File: config.mk
export PLATFORM = sky130hd
export DESIGN_NAME = conv_controller
export DESIGN_NICKNAME = d
export VERILOG_FILES = /design/src/rtl/conv_ctrl_pkg.sv /design/src/rtl/conv_controller_valid_pipe.sv /design/src/rtl/conv_controller.sv
export SDC_FILE = /design/constraint.sdc
export NUM_CORES = 1
export LEC_CHECK = 0
export BUFFER_PORTS_ARGS = -buffer_cell sky130_fd_sc_hd__clkbuf_2
export CAP_MARGIN = 10
export CORE_MARGIN = 10
export CORE_UTILIZATION = 39
export DETAILED_ROUTE_END_ITERATION = 10
export MAX_ROUTING_LAYER = met4
export PLACE_DENSITY = 0.74
export SLEW_MARGIN = 5
export SYNTH_ARGS = -nofsm -noshare
export SYNTH_HDL_FRONTEND = slang
export SYNTH_SLANG_ARGS = --single-unit
File: constraint.sdc
create_clock -name clk -period 1.4 [get_ports clk]
set_input_delay 0.14 -clock clk [delete_from_list [all_inputs] [get_ports clk]]
set_output_delay 0.14 -clock clk [all_outputs]
set_load 0.01 [all_outputs]
File: src/rtl/conv_ctrl_pkg.sv
// Shared definitions for the convolution sequencer: FSM state encoding and
// the fixed depth of the SP-read -> reg1 -> reg2 -> reg3 MAC pipeline.
package conv_ctrl_pkg;

   typedef enum logic [3:0] {
      IDLE,
      FILL,
      SETUP,
      MAC,
      DRAIN,
      EMIT,
      WAIT_WR,
      ADVANCE,
      SETUP_NEXT,
      DONE
   } state_e;

   localparam int DRAIN_CYCLES = 3;

endpackage

File: src/rtl/conv_controller_valid_pipe.sv
// Valid shifter that follows each MAC issue through reg1..reg3; bit k drives
// the load enable of pipeline register k+1.
module mac_valid_pipe #(
   parameter int DEPTH = 3
) (
   input  logic             clk_i,
   input  logic             rst_ni,
   input  logic             issue_i,
   output logic [DEPTH-1:0] vld_o,
   output logic             pipe_empty_o
);

   logic [DEPTH-1:0] v_q;

   always_ff @(posedge clk_i or negedge rst_ni) begin
      if (!rst_ni) begin
         v_q <= '0;
      end else begin
         v_q <= {v_q[DEPTH-2:0], issue_i};
      end
   end

   assign vld_o = v_q;

   // High when, with no new issue, the pipe holds nothing after the coming edge:
   // only the last stage may still be loading reg3 this cycle.
   assign pipe_empty_o = ~|v_q[DEPTH-2:0];

endmodule

File: src/rtl/conv_controller.sv
// Top-level sequencer for the convolution datapath: scratchpad fill, window x
// filter MAC loops, drain, and the handshake with the output write controller.
module conv_controller #(
   parameter int STRIDE_SIZE  = 2,
   parameter int FILTER_SIZE  = 4,
   parameter int DRAIN_CYCLES = conv_ctrl_pkg::DRAIN_CYCLES
) (
   input  logic                   clk,
   input  logic                   rst,
   input  logic                   start,
   input  logic [STRIDE_SIZE-1:0] cfg_stride,
   input  logic [FILTER_SIZE-1:0] cfg_filter_size,
   input  logic                   IF_done,
   input  logic                   Filter_done,
   input  logic                   row_end,
   input  logic                   finish_row,
   input  logic                   filter_end,
   input  logic                   finish_filter,
   input  logic                   write_done,
   output logic [STRIDE_SIZE-1:0] stride_in,
   output logic [FILTER_SIZE-1:0] filter_size,
   output logic                   IF_read_cntrl_en,
   output logic                   Filter_read_cntrl__en,
   output logic                   clr_If,
   output logic                   clr_Filter,
   output logic                   clr_out,
   output logic                   ld_row_ptr,
   output logic                   clr_row_ptr,
   output logic                   row_ptr_cnt_en,
   output logic                   ld_input_head,
   output logic                   sel,
   output logic                   ld_filter_head,
   output logic                   clr_filter_head,
   output logic                   filter_cnt_en,
   output logic                   index_cnt_en,
   output logic                   clr_index,
   output logic                   filter_ren,
   output logic                   chip_en,
   output logic                   ld1,
   output logic                   ld2,
   output logic                   ld3,
   output logic                   clr1,
   output logic                   clr2,
   output logic                   clr3,
   output logic                   conv_done,
   output logic                   busy,
   output logic                   done
);

   import conv_ctrl_pkg::*;

   state_e                   state_q;
   logic [STRIDE_SIZE-1:0]   stride_q;
   logic [FILTER_SIZE-1:0]   fsize_q;
   logic                     if_seen_q;
   logic                     flt_seen_q;
   logic                     clr_start_q;
   logic                     if_ok;
   logic                     flt_ok;
   logic                     issue;
   logic                     pipe_empty;
   logic [DRAIN_CYCLES-1:0]  vld;

   assign if_ok  = if_seen_q | IF_done;
   assign flt_ok = flt_seen_q | Filter_done;
   assign issue  = (state_q == MAC);

   always_ff @(posedge clk or negedge rst) begin
      if (!rst) begin
         state_q     <= IDLE;
         stride_q    <= '0;
         fsize_q     <= '0;
         if_seen_q   <= 1'b0;
         flt_seen_q  <= 1'b0;
         clr_start_q <= 1'b0;
      end else begin
         clr_start_q <= 1'b0;
         case (state_q)
            IDLE: begin
               if (start) begin
                  state_q     <= FILL;
                  stride_q    <= cfg_stride;
                  fsize_q     <= cfg_filter_size;
                  if_seen_q   <= 1'b0;
                  flt_seen_q  <= 1'b0;
                  clr_start_q <= 1'b1;
               end
            end
            FILL: begin
               // The two fills finish independently; remember each completion.
               if_seen_q  <= if_ok;
               flt_seen_q <= flt_ok;
               if (if_ok && flt_ok) state_q <= SETUP;
            end
            SETUP:      state_q <= MAC;
            MAC:        if (filter_end) state_q <= DRAIN;
            DRAIN:      if (pipe_empty) state_q <= EMIT;
            EMIT:       state_q <= WAIT_WR;
            WAIT_WR:    if (write_done) state_q <= ADVANCE;
            ADVANCE:    state_q <= (finish_filter && finish_row) ? DONE : SETUP_NEXT;
            SETUP_NEXT: state_q <= MAC;
            DONE: begin
               state_q  <= IDLE;
               stride_q <= '0;
               fsize_q  <= '0;
            end
            default:    state_q <= IDLE;
         endcase
      end
   end

   mac_valid_pipe #(
      .DEPTH(DRAIN_CYCLES)
   ) u_valid_pipe (
      .clk_i       (clk),
      .rst_ni      (rst),
      .issue_i     (issue),
      .vld_o       (vld),
      .pipe_empty_o(pipe_empty)
   );

   assign ld1         = vld[0];
   assign ld2         = vld[1];
   assign ld3         = vld[2];
   assign stride_in   = stride_q;
   assign filter_size = fsize_q;
   assign busy        = (state_q != IDLE);

   always_comb begin
      IF_read_cntrl_en      = 1'b0;
      Filter_read_cntrl__en = 1'b0;
      clr_If                = clr_start_q;
      clr_Filter            = clr_start_q;
      clr_out               = clr_start_q;
      clr_row_ptr           = clr_start_q;
      clr_filter_head       = clr_start_q;
      clr_index             = clr_start_q;
      ld_row_ptr            = 1'b0;
      row_ptr_cnt_en        = 1'b0;
      ld_input_head         = 1'b0;
      sel                   = 1'b0;
      ld_filter_head        = 1'b0;
      filter_cnt_en         = 1'b0;
      index_cnt_en          = 1'b0;
      filter_ren            = 1'b0;
      chip_en               = 1'b0;
      clr1                  = 1'b0;
      clr2                  = 1'b0;
      clr3                  = 1'b0;
      conv_done             = 1'b0;
      done                  = 1'b0;
      case (state_q)
         FILL: begin
            IF_read_cntrl_en      = !if_seen_q;
            Filter_read_cntrl__en = !flt_seen_q;
         end
         SETUP: begin
            ld_row_ptr    = 1'b1;
            ld_input_head = 1'b1;
            clr_index     = 1'b1;
            clr1          = 1'b1;
            clr2          = 1'b1;
            clr3          = 1'b1;
         end
         MAC: begin
            filter_ren   = 1'b1;
            chip_en      = 1'b1;
            index_cnt_en = 1'b1;
         end
         EMIT: conv_done = 1'b1;
         ADVANCE: begin
            // Last filter of a window slides the input head by the stride;
            // otherwise step to the next filter over the same window.
            if (!(finish_filter && finish_row)) begin
               if (finish_filter) begin
                  clr_filter_head = 1'b1;
                  sel             = 1'b1;
                  ld_input_head   = 1'b1;
                  row_ptr_cnt_en  = row_end;
               end else begin
                  ld_filter_head = 1'b1;
                  filter_cnt_en  = 1'b1;
               end
            end
         end
         SETUP_NEXT: begin
            clr_index = 1'b1;
            clr3      = 1'b1;
         end
         DONE: done = 1'b1;
         default: ;
      endcase
   end

endmodule

==> results_dict.tcl <==
set metrics [dict create \
    leakage_nw 0.751 \
    end_kind "primary output" \
    ys_warn_count 0 \
    violations "negative setup slack" \
    ys.flop_type "dfrtp_1" \
    critPathMaxFanout 8 \
    die_w_um 67.3 \
    viasPerCell 5.04 \
    fp.dieH_um 67.3 \
    cp.required_ps 1260 \
    drt-total-wl_um 2900 \
    final_layout_size_suffix_gt1_share_pct 65.6 \
    fin_crit_ps 1670 \
    synth_area_um2 871 \
    final_cells 179 \
    cts-root-buf "clkbuf_4" \
    dr.pass1.iters 4 \
    cts_buffers 3 \
    p_seq_share_pct 25.8 \
    drt_iter0_markers 20 \
    cts.sink_count 16 \
    clk_pin_slew_ps 90 \
    cts_tree "done" \
    place_congestion 0.823 \
    track_usage_pct 11.7 \
    rows 17 \
    arrival_ps 1530 \
    vias 903 \
    ant_nets 0 \
    dp_hpwl_um 2080 \
    pwr-share-comb_pct 66.7 \
    rsz0062_at_grt "yes" \
    antenna_found_initial 0 \
    yosysSeqAreaShare_pct 46.0 \
    powerDensity_nw_per_um2 2230 \
    synth_nets 108 \
    die-area_um2 4520 \
    hold_viol_final 0 \
    wl_per_cell_um 16.2 \
    grt-ovfl-total 0 \
    synth-seq-cells 16 \
    irDropWorstVdd_mv 1.34 \
    start_util_pct 40.1 \
    io_pins 48 \
    dpl_worst_slack_ps -50.3 \
    swShare_pct 41.6 \
    fmaxAchievable_ghz 0.598 \
    h-tree-depth 1 \
    io_buffers 47 \
    synth.avg_cell_area_um2 9.47 \
    clock_path_buffers 2 \
    synth-edff-count 0 \
    post-route-drc-count 0 \
    async_flop_share_pct 100 \
    outcome "complete, but fails checks" \
    synthCells 92 \
    clock_power_share_pct 7.5 \
    fin_worst_skew_ps 6.53 \
    worst_pin_slew_ps 409 \
    hp-class "in2reg" \
    path_class "reg2out" \
    antennaDiodeCount 0 \
    coreArea_um2 2170 \
    dpl.cell_count 163 \
    setup_violations 27 \
    cap_violations 0 \
    internal_power_mw 1.89 \
    grt_pass1_wl_um 4060 \
    slew_headroom_pct 72.7 \
    slew_violations 0 \
    min_period_over_period_pct 119 \
    layout.nets 169 \
    worst_slack_ps -273 \
    synthDistinctLibCells 30 \
    grt_pass1_vias 879 \
    clk_latency_ps 280 \
    area_growth_pct 66.8 \
    p_sw_mw 1.35 \
    start_kind "flip-flop" \
    grt_max_degree 17 \
]
[synthesized netlist by cell type (3+ instances only)]
cell type,number,area (um2)
dfrtp_1,16,400
nor2_1,9,33.8
buf_4,8,60.1
nor3_1,8,40.0
a21oi_1,6,30.0
a22o_1,6,52.6
buf_2,4,20.0
inv_1,3,11.3
or2_2,3,18.8
[path summary, 6_finish.rpt]
kind,from,cells after the start,slack (ps),endpoint
min reg2reg,u_valid_pipe.vld_o[0]$_DFF_PN0_,0,410,u_valid_pipe.vld_o[1]$_DFF_PN0_
min in group asynchronous,rst,2,310,state_q[0]$_DFFE_PN0P_
max reg2reg,state_q[3]$_DFFE_PN0P_,5,-100,filter_size[1]$_DFFE_PN0P_
min,cfg_stride[0],2,80,stride_in[0]$_DFFE_PN0P_
max in group asynchronous,rst,2,780,state_q[3]$_DFFE_PN0P_
max,state_q[3]$_DFFE_PN0P_,4,-270,Filter_read_cntrl__en
[flip-flops by register name (all words and copies together), names as in the netlist]
name	count
clr_Filter	1
filter_size	4
flt_seen_q	1
if_seen_q	1
state_q	4
stride_in	2
u_valid_pipe.vld_o	3
[metrics by stage]
stage | hold WS, ps | utilization, % | instance area, um2 | power [mW] | setup TNS [ps]
after floorplan | -156 | - | 876 | 1.75 | 0
after global placement | 74.7 | 52.1 | 1130 | 2.28 | 0
after detailed placement | 84.7 | 52.1 | 1130 | 2.32 | -346
after CTS | 75.2 | 56.7 | 1230 | 2.69 | -4050
after global routing | 73.8 | 67.0 | 1450 | 3.49 | -5080
final | 75.2 | 67.0 | 1450 | 3.24 | -3260
[area by class of cell]
| cell class | count | area [um2] |
|---|---|---|
| Fill cell | 174 | 717 |
| Clock buffer | 3 | 22.5 |
| Multi-Input combinational cell | 58 | 488 |
| Sequential cell | 16 | 404 |
| Inverter | 3 | 11.3 |
| Timing Repair Buffer | 71 | 492 |
| Tap cell | 28 | 35.0 |
[power by group through the flow]
| stage | Clock (mW) | Sequential, mW | Combinational [mW] |
|---|---|---|---|
| 2_1_floorplan | 0 | 0.844 | 0.902 |
| 3_3_place_gp | 0 | 0.822 | 1.46 |
| 3_5_place_dp | 0 | 0.830 | 1.49 |
| 4_1_cts | 0.244 | 0.837 | 1.60 |
| 5_1_grt | 0.273 | 0.873 | 2.34 |
| 6_report | 0.244 | 0.838 | 2.16 |
[metal layers]
metal  wire length [um]  GRT usage, %  up-vias
li1                   -             -      435
met4                 46          3.08        0
met2               1490          19.2       41
met5                  0             -        -
met1               1140          13.5      422
met3                226          3.47        5
[kinds of logic (layout without fill, tap and decap cells)]
family | count (synthesis) | after routing | synth area share, %
simple gates | 37 | 37 | 24.1
compound gates | 20 | 20 | 16.2
buf+inv | 18 | 77 | 12.6
flops | 16 | 16 | 46.0
xor+xnor | 1 | 1 | 1.01
[cells in the final DEF (no fill, tap or decap), types with 2 or more instances in the layout]
cell      instances
clkbuf_2         31
buf_6            15
buf_4            15
dfrtp_1          13
buf_2             9
nor2_1            7
a21oi_1           6
a22o_1            6
nor3_1            4
inv_1             3
or2_2             3
clkbuf_4          3
dfrtp_2           3
nor3_4            2
nand2_4           2
nand2b_1          2
nor3b_2           2
nor3_2            2
or3_4             2
[critical path, stage by stage (launching register included)]
cell,delay (ps)
dfrtp_2,460
buf_6,160
or3_4,370
nor2_1,110
buf_2,150
[what timing repair did]
action                                  CTS  global route
pin swaps                                 3             8
gates resized for setup                  16            45
hold buffers                              1             0
setup buffers                             1            11
endpoints found under the hold margin    16             0
endpoints found under the setup margin   28            29
Note: power is estimated with default switching activity, not from simulation.
